File: src/rtl/instr_fetch_unit_pkg.sv
// ----------------------------------------------------------------------------
// instr_fetch_unit_pkg
// Constants and types shared between the instruction fetch unit and the
// instruction ROM: the NOP encoding, default reset PC, default ROM size and
// the fetch state encoding, plus the PC legality check.
// ----------------------------------------------------------------------------
package instr_fetch_unit_pkg;

    // addi x0, x0, 0
    localparam logic [31:0] IFU_NOP_INSTR = 32'h0000_0013;
    localparam logic [31:0] IFU_RESET_PC  = 32'h0000_0000;
    localparam int unsigned IFU_MEM_SIZE  = 1024;

    typedef enum logic [0:0] {
        ST_RUN  = 1'b0,
        ST_HALT = 1'b1
    } fetch_state_e;

    // A PC is unusable when it is not word aligned or when the word it names
    // would extend past the last ROM byte. Compared unsigned at 32 bits.
    function automatic logic pc_is_bad(input logic [31:0] pc,
                                       input logic [31:0] last_pc);
        return (pc[1:0] != 2'b00) || (pc > last_pc);
    endfunction

endpackage

File: src/rtl/instr_fetch_unit_slot.sv
// ----------------------------------------------------------------------------
// fetch_slot
// Single-entry output register with a valid/ready handshake and a flush.
//   clk, rst_n        : clock, asynchronous active-low reset
//   flush             : drop the held entry; wins over load
//   load              : capture {load_pc, load_instr, load_fault}
//   load_pc/instr/fault : entry contents to capture
//   ready             : consumer accepts the held entry this cycle
//   valid, pc, instr, fault : the held entry
// The caller only asserts load when the slot is free (empty or being drained).
// ----------------------------------------------------------------------------
module fetch_slot #(
    parameter logic [31:0] RESET_INSTR = 32'h0000_0013
) (
    input  logic        clk,
    input  logic        rst_n,
    input  logic        flush,
    input  logic        load,
    input  logic [31:0] load_pc,
    input  logic [31:0] load_instr,
    input  logic        load_fault,
    input  logic        ready,
    output logic        valid,
    output logic [31:0] pc,
    output logic [31:0] instr,
    output logic        fault
);

    always_ff @(posedge clk or negedge rst_n) begin
        if (!rst_n) begin
            valid <= 1'b0;
            pc    <= 32'h0;
            instr <= RESET_INSTR;
            fault <= 1'b0;
        end else if (flush) begin
            valid <= 1'b0;
        end else if (load) begin
            valid <= 1'b1;
            pc    <= load_pc;
            instr <= load_instr;
            fault <= load_fault;
        end else if (ready) begin
            // Draining an empty slot is harmless, so no valid qualifier.
            valid <= 1'b0;
        end
    end

endmodule

File: src/rtl/instr_fetch_unit.sv
// ----------------------------------------------------------------------------
// instr_fetch_unit
// Holds the PC, drives the instruction ROM address and hands {pc, instr}
// entries to decode through a one-entry valid/ready slot. Misaligned or
// out-of-range PCs produce a faulting NOP entry and halt fetching until a
// redirect arrives.
//   clk, rst_n      : clock, asynchronous active-low reset
//   fetch_en        : fetching permitted (0 freezes PC, no new capture)
//   rom_addr        : byte address to ROM (combinational, the current PC)
//   rom_instr       : ROM data for rom_addr
//   redirect_valid  : branch/jump taken, redirect_pc is the new PC
//   if_valid/if_ready : output handshake
//   if_pc, if_instr, if_fault : output entry
//   fetch_count     : number of accepted entries, wraps at 2^32
// ----------------------------------------------------------------------------
module instr_fetch_unit
    import instr_fetch_unit_pkg::*;
#(
    parameter logic [31:0] RESET_PC  = IFU_RESET_PC,
    parameter int unsigned MEM_SIZE  = IFU_MEM_SIZE,
    parameter logic [31:0] NOP_INSTR = IFU_NOP_INSTR
) (
    input  logic        clk,
    input  logic        rst_n,
    input  logic        fetch_en,
    output logic [31:0] rom_addr,
    input  logic [31:0] rom_instr,
    input  logic        redirect_valid,
    input  logic [31:0] redirect_pc,
    output logic        if_valid,
    input  logic        if_ready,
    output logic [31:0] if_pc,
    output logic [31:0] if_instr,
    output logic        if_fault,
    output logic [31:0] fetch_count
);

    localparam logic [31:0] LAST_PC = 32'(MEM_SIZE - 4);

    logic [31:0]  pc_q;
    fetch_state_e state_q;
    logic         slot_free;
    logic         capture;
    logic         bad;
    logic         accept;
    logic [31:0]  capture_instr;

    assign rom_addr      = pc_q;
    assign accept        = if_valid & if_ready;
    assign slot_free     = !if_valid | if_ready;
    // A redirect suppresses capture: the ROM word belongs to the old path.
    assign capture       = !redirect_valid && (state_q == ST_RUN) && fetch_en && slot_free;
    assign bad           = pc_is_bad(pc_q, LAST_PC);
    assign capture_instr = bad ? NOP_INSTR : rom_instr;

    always_ff @(posedge clk or negedge rst_n) begin
        if (!rst_n) begin
            pc_q    <= RESET_PC;
            state_q <= ST_RUN;
        end else if (redirect_valid) begin
            pc_q    <= redirect_pc;
            state_q <= ST_RUN;
        end else if (capture) begin
            if (bad) begin
                // PC stays on the faulting address for visibility.
                state_q <= ST_HALT;
            end else begin
                pc_q <= pc_q + 32'd4;
            end
        end
    end

    // Counts the handshake itself, so an entry accepted in a redirect cycle
    // is still counted even though the slot is flushed.
    always_ff @(posedge clk or negedge rst_n) begin
        if (!rst_n) begin
            fetch_count <= 32'h0;
        end else if (accept) begin
            fetch_count <= fetch_count + 32'd1;
        end
    end

    fetch_slot #(
        .RESET_INSTR (NOP_INSTR)
    ) u_slot (
        .clk        (clk),
        .rst_n      (rst_n),
        .flush      (redirect_valid),
        .load       (capture),
        .load_pc    (pc_q),
        .load_instr (capture_instr),
        .load_fault (bad),
        .ready      (if_ready),
        .valid      (if_valid),
        .pc         (if_pc),
        .instr      (if_instr),
        .fault      (if_fault)
    );

endmodule

File: config.mk
export PLATFORM = sky130hd
export DESIGN_NAME = instr_fetch_unit
export DESIGN_NICKNAME = d
export VERILOG_FILES = /design/src/rtl/instr_fetch_unit_pkg.sv /design/src/rtl/instr_fetch_unit_slot.sv /design/src/rtl/instr_fetch_unit.sv
export SDC_FILE = /design/constraint.sdc
export NUM_CORES = 1
export LEC_CHECK = 0
export CORE_AREA = 2 2 133 103
export DETAILED_ROUTE_END_ITERATION = 12
export DIE_AREA = 0 0 135 105
export PLACE_DENSITY_LB_ADDON = 0.05
export SYNTH_ARGS = -nofsm -noshare
export SYNTH_HDL_FRONTEND = slang
export SYNTH_SLANG_ARGS = --single-unit
File: constraint.sdc
create_clock -name clk -period 2.05 [get_ports clk]
set_input_delay 0.205 -clock clk [delete_from_list [all_inputs] [get_ports clk]]
set_output_delay 0.205 -clock clk [all_outputs]
set_load 0.02 [all_outputs]
# [Word-level counts from Yosys, hierarchy flattened]
# Cells that the tools add are included.
[word_totals] wordCells=38 register_bits=131 input_bits=69
[op_classes] n_mux=10 order_cmp=1 addsub=2 n_eq_ne=1 bitwise_logic=4 n_reduce_logical=13
[ops] cell="$mux 32" n=4
[ops] cell="$add 32x1->32 const B" n=1
[ops] cell="$add 32x3->32 const B" n=1
[ops] cell="$gt 32x10->1 const B" n=1
[ops] cell="$mux 1" n=6
[ops] cell="$reduce_and 2->1" n=3
[ops] cell="$reduce_bool 2->1" n=3
[ops] cell="$logic_and 1x1->1" n=3
[ops] cell="$reduce_bool 3->1" n=1
[ops] cell="$logic_not 1->1" n=2
[ops] cell="$ne 2x2->1 const B" n=1
[ops] cell="$not 1->1" n=2
[ops] cell="$and 1x1->1" n=1
[ops] cell="$logic_or 1x1->1" n=1
[ops] cell="$or 1x1->1" n=1

# [Depth between registers and ports, before layout]
# Gate-level depths: netlist (run 1).
[logic_depth] depth_word=6 depth_mapped=8 mapped_depth_nobuf=5

# [Hierarchy]
# A second synthesis (run 1) with hierarchy kept.
[hier_totals] hier_cells=412 area_unflattened_um2=5925.7
[by_module_without_submodules] mod="instr_fetch_unit" area_each_um2=3194.3 cells_each=270 n_inst=1
[by_module_without_submodules] mod="fetch_slot" area_each_um2=2731.4 cells_each=142 n_inst=1

# [Least setup slack after synthesis (run 1)]
# No wires, ideal clock.
[synth_timing] kind="reg-to-reg" startpoint="register pc_q[10] (netlist: rom_addr[10])" endpoint="register state_q" t_arrival_ns=1.621 path_buffers=2 t_required_ns=1.929 setup_ns=0.121 path_stages_with_launch=7 setup_slack_ns=0.308 path_cell_list="dfrtp_1 nor4_4 and4_1 buf_2 nand2_1 clkbuf_1 a22o_1"
[synth_between] elab_chain_len=4
[synth_lines] element="start: declaration" line_no="instr_fetch_unit.sv:40" rtl="logic [31:0] pc_q;"
[synth_lines] element="start signal: assignment" line_no="instr_fetch_unit.sv:61" rtl="pc_q <= redirect_pc;"
[synth_lines] element="start signal: assignment" line_no="instr_fetch_unit.sv:68" rtl="pc_q <= pc_q + 32'd4;"
[synth_lines] element="$gt 32x10->1" line_no="instr_fetch_unit_pkg.sv:23" rtl="return (pc[1:0] != 2'b00) || (pc > last_pc);"
[synth_lines] element="$logic_or 1x1->1" line_no="instr_fetch_unit_pkg.sv:23"
[synth_lines] element="$reduce_bool 2->1 (no source line)"
[synth_lines] element="$reduce_and 2->1 (no source line)"
[synth_lines] element="end signal: assignment" line_no="instr_fetch_unit.sv:59" rtl="state_q <= ST_RUN;"
[synth_lines] element="end signal: assignment" line_no="instr_fetch_unit.sv:62" rtl="state_q <= ST_RUN;"
[synth_lines] element="end signal: assignment" line_no="instr_fetch_unit.sv:66" rtl="state_q <= ST_HALT;"
[synth_lines] element="end: declaration" line_no="instr_fetch_unit.sv:41" rtl="fetch_state_e state_q;"
# No other way between the ends.
# A chain may end at the register's enable or synchronous reset.

# [Final worst setup path (run 1)]
[layout_timing] startpoint="register pc_q[28] (netlist: rom_addr[28])" endpoint="register u_slot.instr[20]"
[layout_between] elab_chain_len=3
[layout_lines] element="$gt 32x10->1" line_no="instr_fetch_unit_pkg.sv:23"
[layout_lines] element="$logic_or 1x1->1" line_no="instr_fetch_unit_pkg.sv:23"
[layout_lines] element="$mux 32" line_no="instr_fetch_unit.sv:54" rtl="assign capture_instr = bad ? NOP_INSTR : rom_instr;"
[layout_lines] element="end signal: assignment" line_no="instr_fetch_unit_slot.sv:40" rtl="instr <= load_instr;"
[layout_lines] element="end: declaration" line_no="instr_fetch_unit_slot.sv:25" rtl="output logic [31:0] instr,"
# No other way between the ends.

==> flow_summary.ini, run 1 <==
[sta]
maxSlewViolCount = 0
hold_viol_final = 0
max_slew.worst_pin.slew_ns = 0.4792
period_share_pct = 94.29
final.setup.tns_ns = 0
slew_headroom_pct = 68.05
skew_ns = 0.009898
setup_viol = 0
min_period_ns = 1.933
rsz0062_at_grt = no
max_freq_mhz = 517.3

[global_route]
grt_pass1_wl_mm = 25.22
grt_max_degree = 54
gr-total-overflow = 0
grt_pass1_vias = 4820
grt_util_all_layers_pct = 22.68
antenna_found_initial = 0

[yosys]
ys.flop_type = dfrtp_1
yosys.cell_count.top_type = nand2_1
syn-mean-instance-area_um2 = 10.38
yosys.area.top_type = dfrtp_1
synth_top_cells_by_count = nand2_1, dfrtp_1, o21ai_0
synthCells = 545
yosysWarnings = 0
ys_seq_elements = 131
ys_seq_area_share_pct = 57.99
synth_top_area_share_pct = 56.60
synth_cell_types = 45
synthArstFlopShare_pct = 100.0
synth_area_leaders = dfrtp_1, nand2_1, mux2_2, xor2_1, o21ai_0
synth_edf_count = 0
netlist_area_mm2 = 0.005659
synth_nets = 616

[floorplanning]
die-area_mm2 = 0.01418
die_w_um = 135
core_area_mm2 = 0.01279
die_height_um = 105
ioPinCount = 199
start_util_pct = 44.24
num_rows = 36

[routing]
drtAntennaViolNets = 0
drtIter0Drc = 276
vias = 4822
wl_mm = 15.51
drt-pass1-iter-count = 5
routedWlPerCell_um = 16.55
via_per_inst = 5.146
drc = 0

[power]
p_leak_nw = 3.732
power_density_mw_per_mm2 = 904.2
vdd_drop_max_mv = 0.6252

[worst_hold_path]
hold_path.class = in2reg

[worst_setup_path]
worstSetupPathType = reg2reg
cp_max_fo = 29
crit_path_end_kind = flip-flop
rrSetupSlack_ns = 0.12
setup.worst_path.start_class = flip-flop
cp.required_ns = 2.34
arrival_ns = 2.23

[clock_tree]
clk_path_buf_depth = 2
clk_pin_slew_worst_paths_ns = 0.06
cts.sinks = 131
h-tree-depth = 4
cts_root_buffer = clkbuf_16
cts_tree = done
cts_buffers = 17
clkLatencyLatePin_ns = 0.41

[final_layout]
stdcell_area_mm2 = 0.008537
antennaDiodeCount = 0
drive_gt1_share_pct = 12.01
nets = 825
area_growth_pct = 50.85

[run_status]
outcome = complete, no violations

[placement]
dp_hpwl_mm = 11.06
place_congestion = 0.9011
portBuffers = 198
post_dp_cell_area_mm2 = 0.007934

[run]
drv_cap = 0
## cells in the final DEF, fill, tap and decap left out, types with 6 or more instances in the layout
| master | count |
|---|---|
| buf_12 | 6 |
| buf_4 | 12 |
| clkbuf_16 | 17 |
| clkdlybuf4s50_1 | 196 |
| dfrtp_1 | 128 |
| inv_1 | 6 |
| mux2_2 | 24 |
| nand2_1 | 171 |
| nand3_1 | 19 |
| nand4_1 | 7 |
| nor2_1 | 13 |
| nor3_1 | 12 |
| nor4_1 | 11 |
| o21ai_0 | 33 |
| xnor2_1 | 10 |
| xor2_1 | 21 |
## worst max-delay path, stage by stage (launching register included)
cell	delay [ns]
dfrtp_1	0.44
nor4_4	0.40
and4_2	0.38
nand2_1	0.09
buf_4	0.22
o21ai_0	0.28
## report_power, final
group / total [mW] / internal, mW / switching, mW
logic: 1.57 / 0.780 / 0.786
registers: 3.11 / 2.85 / 0.260
clock network: 3.04 / 1.91 / 1.13
total: 7.72 / 5.54 / 2.18
## final cells by class
class,count,area (um2)
sequential,131,3282
clock buffer,19,432.9
fill,992,4255
clock inverter,12,158.9
tap,171,214.0
timing repair buffer,216,2187
inverter,7,26.28
multi-input combinational,381,2236
## through the flow
stage          utilization, %  hold WS (ns)  cells  worst slack [ns]  total power [mW]
3_3_place_gp            62.02        0.1878    905            0.1863             4.703
4_1_cts                 66.73        0.2950    937           0.04103             7.806
3_5_place_dp            62.02        0.1937    905            0.1222             4.728
6_report                66.74        0.3237    937            0.1171             7.719
5_1_grt                 66.74        0.3299    937          0.006604             8.069
2_1_floorplan               -      -0.09059    545            0.3077             3.809
## sequential cells by signal (all words and copies together), names as in the netlist
name,flops
fetch_count,32
rom_addr,32
u_slot.instr,32
u_slot.pc,32
state_q,1
u_slot.fault,1
u_slot.valid,1
## path summary, 6_finish.rpt
check                           depth (start not counted)      startpoint                to
worst max-delay path                                    5    rom_addr[28]  u_slot.instr[20]
worst min-delay path                                    3  redirect_valid      u_slot.valid
worst max register to register                          5    rom_addr[28]  u_slot.instr[20]
worst min register to register                          2   u_slot.pc[28]     u_slot.pc[28]
max in group asynchronous                               3           rst_n   u_slot.instr[0]
min in group asynchronous                               2           rst_n     u_slot.pc[28]
## what timing repair did
| item | in CTS | in global routing |
|---|---|---|
| gates resized for setup | 0 | 1 |
| hold buffers | 1 | 0 |
| hold endpoints to repair | 33 | 0 |
| setup endpoints to repair | 0 | 5 |
| buffers inserted | 0 | 0 |
## cell families after synthesis
logic type                 Yosys count  share of synthesized area [%]
AOI/OAI and AO/OA                   54                          5.616
xor gates and xnor gates            31                          4.798
adders and majority gates            2                         0.4421
buffers and inverters               33                          2.587
DFF                                131                          57.99
muxes                               24                          4.776
and+or+nand+nor                    270                          23.79
## metal layers
layer  vias to the layer above  track usage, %  wire (um)
li1                       2266               -          -
met1                      2358           31.21       7021
met2                       183           33.58       6996
met3                        15           8.345       1305
met4                         0           6.845        183
met5                         -               0          0
Note: power is estimated with default switching activity, not from simulation.
==> run 2: changes to the inputs <==
PLACE_DENSITY = 0.82   (was unset)
PLACE_DENSITY_LB_ADDON = unset   (was 0.05)
==> flow_summary.ini, run 2 (synthesized netlist as in run 1, its figures left out) <==
[worst_setup_path]
rr_startpoint = rom_addr[10]
cp.required_ns = 2.36
worstReg2RegEnd = u_slot.instr[17]
cp_slowest_cell = dfrtp_1
reg2reg_depth = 5
path_delay_family = simple AND/OR/NAND/NOR gates
setup.worst_path.start_class = flip-flop
critPathBufInv = 1
crit_chain = nor4_4 -> and4_2 -> nand2_1 -> buf_4 -> o21ai_0
cp_max_fo = 29
rrSetupSlack_ns = 0.15
crit_path_end_kind = flip-flop
worstSetupPathType = reg2reg
arrival_ns = 2.21
slowest_delay_ns = 0.45

[floorplanning]
core_area_mm2 = 0.01279
start_util_pct = 44.24
die_height_um = 105
num_rows = 36
die_w_um = 135
die-area_mm2 = 0.01418
ioPinCount = 199

[global_route]
grt_util_all_layers_pct = 23.69
grt_pass1_vias = 5063
grt_max_degree = 60
grt_pass1_wl_mm = 26.05
gr-usage-met1_pct = 29.63
gr-total-overflow = 0
grt_use_met3_pct = 7.181
grt_busiest_layer = met2
gr-usage-met2_pct = 38.69
antenna_found_initial = 0

[sta]
slew_headroom_pct = 72.91
hold_viol_final = 0
setup_ws_ns = 0.1493
max_freq_mhz = 526.1
setup_viol = 0
hold_slack_ns = 0.2600
maxSlewViolCount = 0
final.setup.tns_ns = 0
period_share_pct = 92.72
skew_ns = 0.005430
rsz0062_at_grt = no
max_slew.worst_pin.slew_ns = 0.4063
min_period_ns = 1.901

[clock_tree]
cts_root_buffer = clkbuf_16
cts_tree = done
cts_buffers = 17
clk_path_buf_depth = 2
clkLatencyLatePin_ns = 0.41
h-tree-depth = 4
postCtsSetupBuffers = 0
cts.sinks = 131
clk_pin_slew_worst_paths_ns = 0.06

[worst_hold_path]
hold_end = u_slot.valid
hold_path.class = in2reg
hold_depth = 2
hp-start = redirect_valid

[final_layout]
layout_commonest_cell = clkdlybuf4s50_1
antennaDiodeCount = 0
final_cells = 932
drive_gt1_share_pct = 11.30
nets = 822
most-common-layout-cells = clkdlybuf4s50_1, nand2_1, dfrtp_1, o21ai_0, mux2_2
final_core_util_pct = 65.66
area_growth_pct = 48.42
stdcell_area_mm2 = 0.008399

[placement]
place_congestion = 0.8861
post_dp_cell_area_mm2 = 0.007878
pre_cts_ws_ns = 0.1361
portBuffers = 198
dp_hpwl_mm = 11.47
dp.cells = 902

[power]
vdd_drop_max_mv = 0.6375
fin_total_pwr_mw = 7.320
power_density_mw_per_mm2 = 871.5
p_leak_nw = 3.691

[routing]
drc = 0
drt-pass1-iter-count = 5
routedWlPerCell_um = 17.25
drtAntennaViolNets = 0
wl_mm = 16.08
via_per_inst = 5.200
drtIter0Drc = 236
vias = 4846

[run_status]
outcome = complete, no violations

[run]
drv_cap = 0
run 2: worst max-delay path by stage:
| stage | startpoint | to | slack, ns | cells past startpoint |
|---|---|---|---|---|
| after floorplan | rom_addr[10] | state_q | 0.31 | 6 |
| after global placement | if_ready | rom_addr[4] | 0.15 | 5 |
| after detailed placement | rom_addr[10] | u_slot.instr[12] | 0.14 | 5 |
| after CTS | rom_addr[10] | u_slot.instr[17] | 0.08 | 5 |
| after global routing | rom_addr[28] | u_slot.instr[17] | 0.006 | 5 |
| final | rom_addr[10] | u_slot.instr[17] | 0.15 | 5 |
run 2: area by class of cell:
cell class | instances | area (um2)
clock inverter | 6 | 32.53
clock buffer | 23 | 478.0
fill | 960 | 4393
multi-input combinational | 381 | 2236
timing repair buffer | 213 | 2131
tap | 171 | 214.0
sequential | 131 | 3282
inverter | 7 | 26.28
run 2: power breakdown:
part	internal, mW	switching [mW]	total, mW
Clock	1.61	1.04	2.65
Sequential	2.86	0.261	3.12
Combinational	0.768	0.786	1.55
run 2: per-layer routing:
metal	part of all wire (%)	vias up	wire length (um)
met5	0	-	0
met1	43	2374	6868
met3	6.3	24	1012
met4	1.9	0	310
li1	-	2272	-
met2	49	176	7886
run 2: timing repair:
action,in CTS,in global routing
resized for setup,0,1
endpoints found under the hold margin,39,0
setup endpoints to repair,0,6
hold buffers,1,0
==> run 3: changes to the inputs <==
PLACE_DENSITY = 0.79   (was 0.82)
==> flow_summary.ini, run 3 (synthesized netlist as in run 1, its figures left out) <==
[clock_tree]
postCtsSetupBuffers = 0
cts_buffers = 17
cts_tree = done
clkLatencyLatePin_ns = 0.40
h-tree-depth = 4
cts.sinks = 131
cts_root_buffer = clkbuf_16
clk_path_buf_depth = 2
clk_pin_slew_worst_paths_ns = 0.06

[worst_setup_path]
cp.required_ns = 2.39
critPathBufInv = 1
worstSetupStartpoint = rom_addr[24]
setup.worst_path.start_class = flip-flop
crit_chain = nor4_2 -> buf_4 -> nand4_4 -> nor4_1 -> o31a_2
crit_path_end_kind = flip-flop
slowest_delay_ns = 0.44
rr_startpoint = rom_addr[24]
cp_max_fo = 10
cp_slowest_cell = nor4_1
worstSetupPathType = reg2reg
path_delay_family = simple AND/OR/NAND/NOR gates
arrival_ns = 2.20

[sta]
skew_ns = 0.008492
hold_viol_final = 0
final.setup.tns_ns = 0
max_slew.worst_pin.slew_ns = 0.5625
min_period_ns = 1.860
slew_headroom_pct = 62.50
period_share_pct = 90.74
maxSlewViolCount = 0
rsz0062_at_grt = no
max_freq_mhz = 537.6
setup_viol = 0

[routing]
wl_met1_mm = 6.809
vias = 4827
routedWlPerCell_um = 16.57
drtIter0Drc = 268
drt-pass1-iter-count = 5
wl_met3_um = 881
drtAntennaViolNets = 0
drc = 0
wl_mm = 15.51
wl_met2_mm = 7.569
via_per_inst = 5.157
highest_layer = met4

[global_route]
grt_pass1_wl_mm = 24.63
gr-total-overflow = 0
grt_pass1_vias = 4795
grt_max_degree = 60
antenna_found_initial = 0
grt_util_all_layers_pct = 22.10

[power]
p_leak_nw = 3.723
vdd_drop_max_mv = 0.6477
power_density_mw_per_mm2 = 893.9

[run]
drv_cap = 0

[final_layout]
most-common-layout-cells = clkdlybuf4s50_1, nand2_1, dfrtp_1, o21ai_0, mux2_2
layout_commonest_cell = clkdlybuf4s50_1
stdcell_area_mm2 = 0.008482
antennaDiodeCount = 0
area_growth_pct = 49.88
nets = 823
drive_gt1_share_pct = 11.76
fill_cells = 1004

[floorplanning]
core_area_mm2 = 0.01279
die-area_mm2 = 0.01418
die_w_um = 135
num_rows = 36
start_util_pct = 44.24
die_height_um = 105
ioPinCount = 199

[placement]
post_dp_cell_area_mm2 = 0.007898
portBuffers = 198
dp_hpwl_mm = 11.31
place_congestion = 0.8527

[run_status]
outcome = complete, no violations

[worst_hold_path]
hold_path.class = in2reg
hp-start = redirect_valid
run 3: cell types whose count changed in the layout (fill, tap and decap cells not counted), sizes merged:
cell / delta
bufinv: +2
buf: +1
clkbuf: -1
clkinv: +1
clkinvlp: +1
run 3: final timing paths:
kind,to,slack (ns),cells after the start
worst max-delay path,rom_addr[10],0.19,5
worst min-delay path,u_slot.valid,0.30,3
worst max register to register,rom_addr[10],0.19,5
worst min register to register,fetch_count[31],0.47,1
max in group asynchronous,u_slot.instr[0],1.05,3
min in group asynchronous,u_slot.instr[18],0.32,2
run 3: layout make-up:
class	instances	area [um2]	area share [%]
multi-input combinational	381	2236	26.36
clock inverter	10	108.9	1.283
sequential	131	3282	38.69
tap	171	214.0	2.522
inverter	7	26.28	0.3098
timing repair buffer	214	2151	25.36
clock buffer	22	464.2	5.473
run 3: per-stage QoR:
stage	setup slack, ns	instances	hold slack (ns)	power [mW]	utilization, %
after global placement	0.1574	903	0.2183	4.685	61.74
after global routing	0.05785	936	0.3040	7.910	66.30
after CTS	0.1273	936	0.2837	7.655	66.30
after floorplan	0.3077	545	-0.09059	3.809	-
after detailed placement	0.06343	903	0.2217	4.719	61.74
final	0.1897	936	0.2974	7.582	66.30
run 3: worst reg2reg max path, stage by stage, from the launching register on:
cell and delay, ns:
dfrtp_1 0.41, nor4_2 0.40, buf_4 0.20, nand4_4 0.16, nor4_1 0.44, o31a_2 0.19
run 3: what timing repair did:
item                                    4_1_cts  5_1_grt
resized for setup                             0        1
endpoints found under the setup margin        0        5
hold buffers                                  1        0
endpoints found under the hold margin        55        0
run 3: where the power goes:
part	internal, mW	switching (mW)
registers	2.85	0.262
logic	0.774	0.779
clock network	1.85	1.07
total	5.47	2.11
run 3: routing by layer:
metal	global-route usage (%)	vias up
li1	-	2270
met1	29.37	2354
met2	34.92	185
met3	5.580	18
met4	8.482	0
met5	0	-
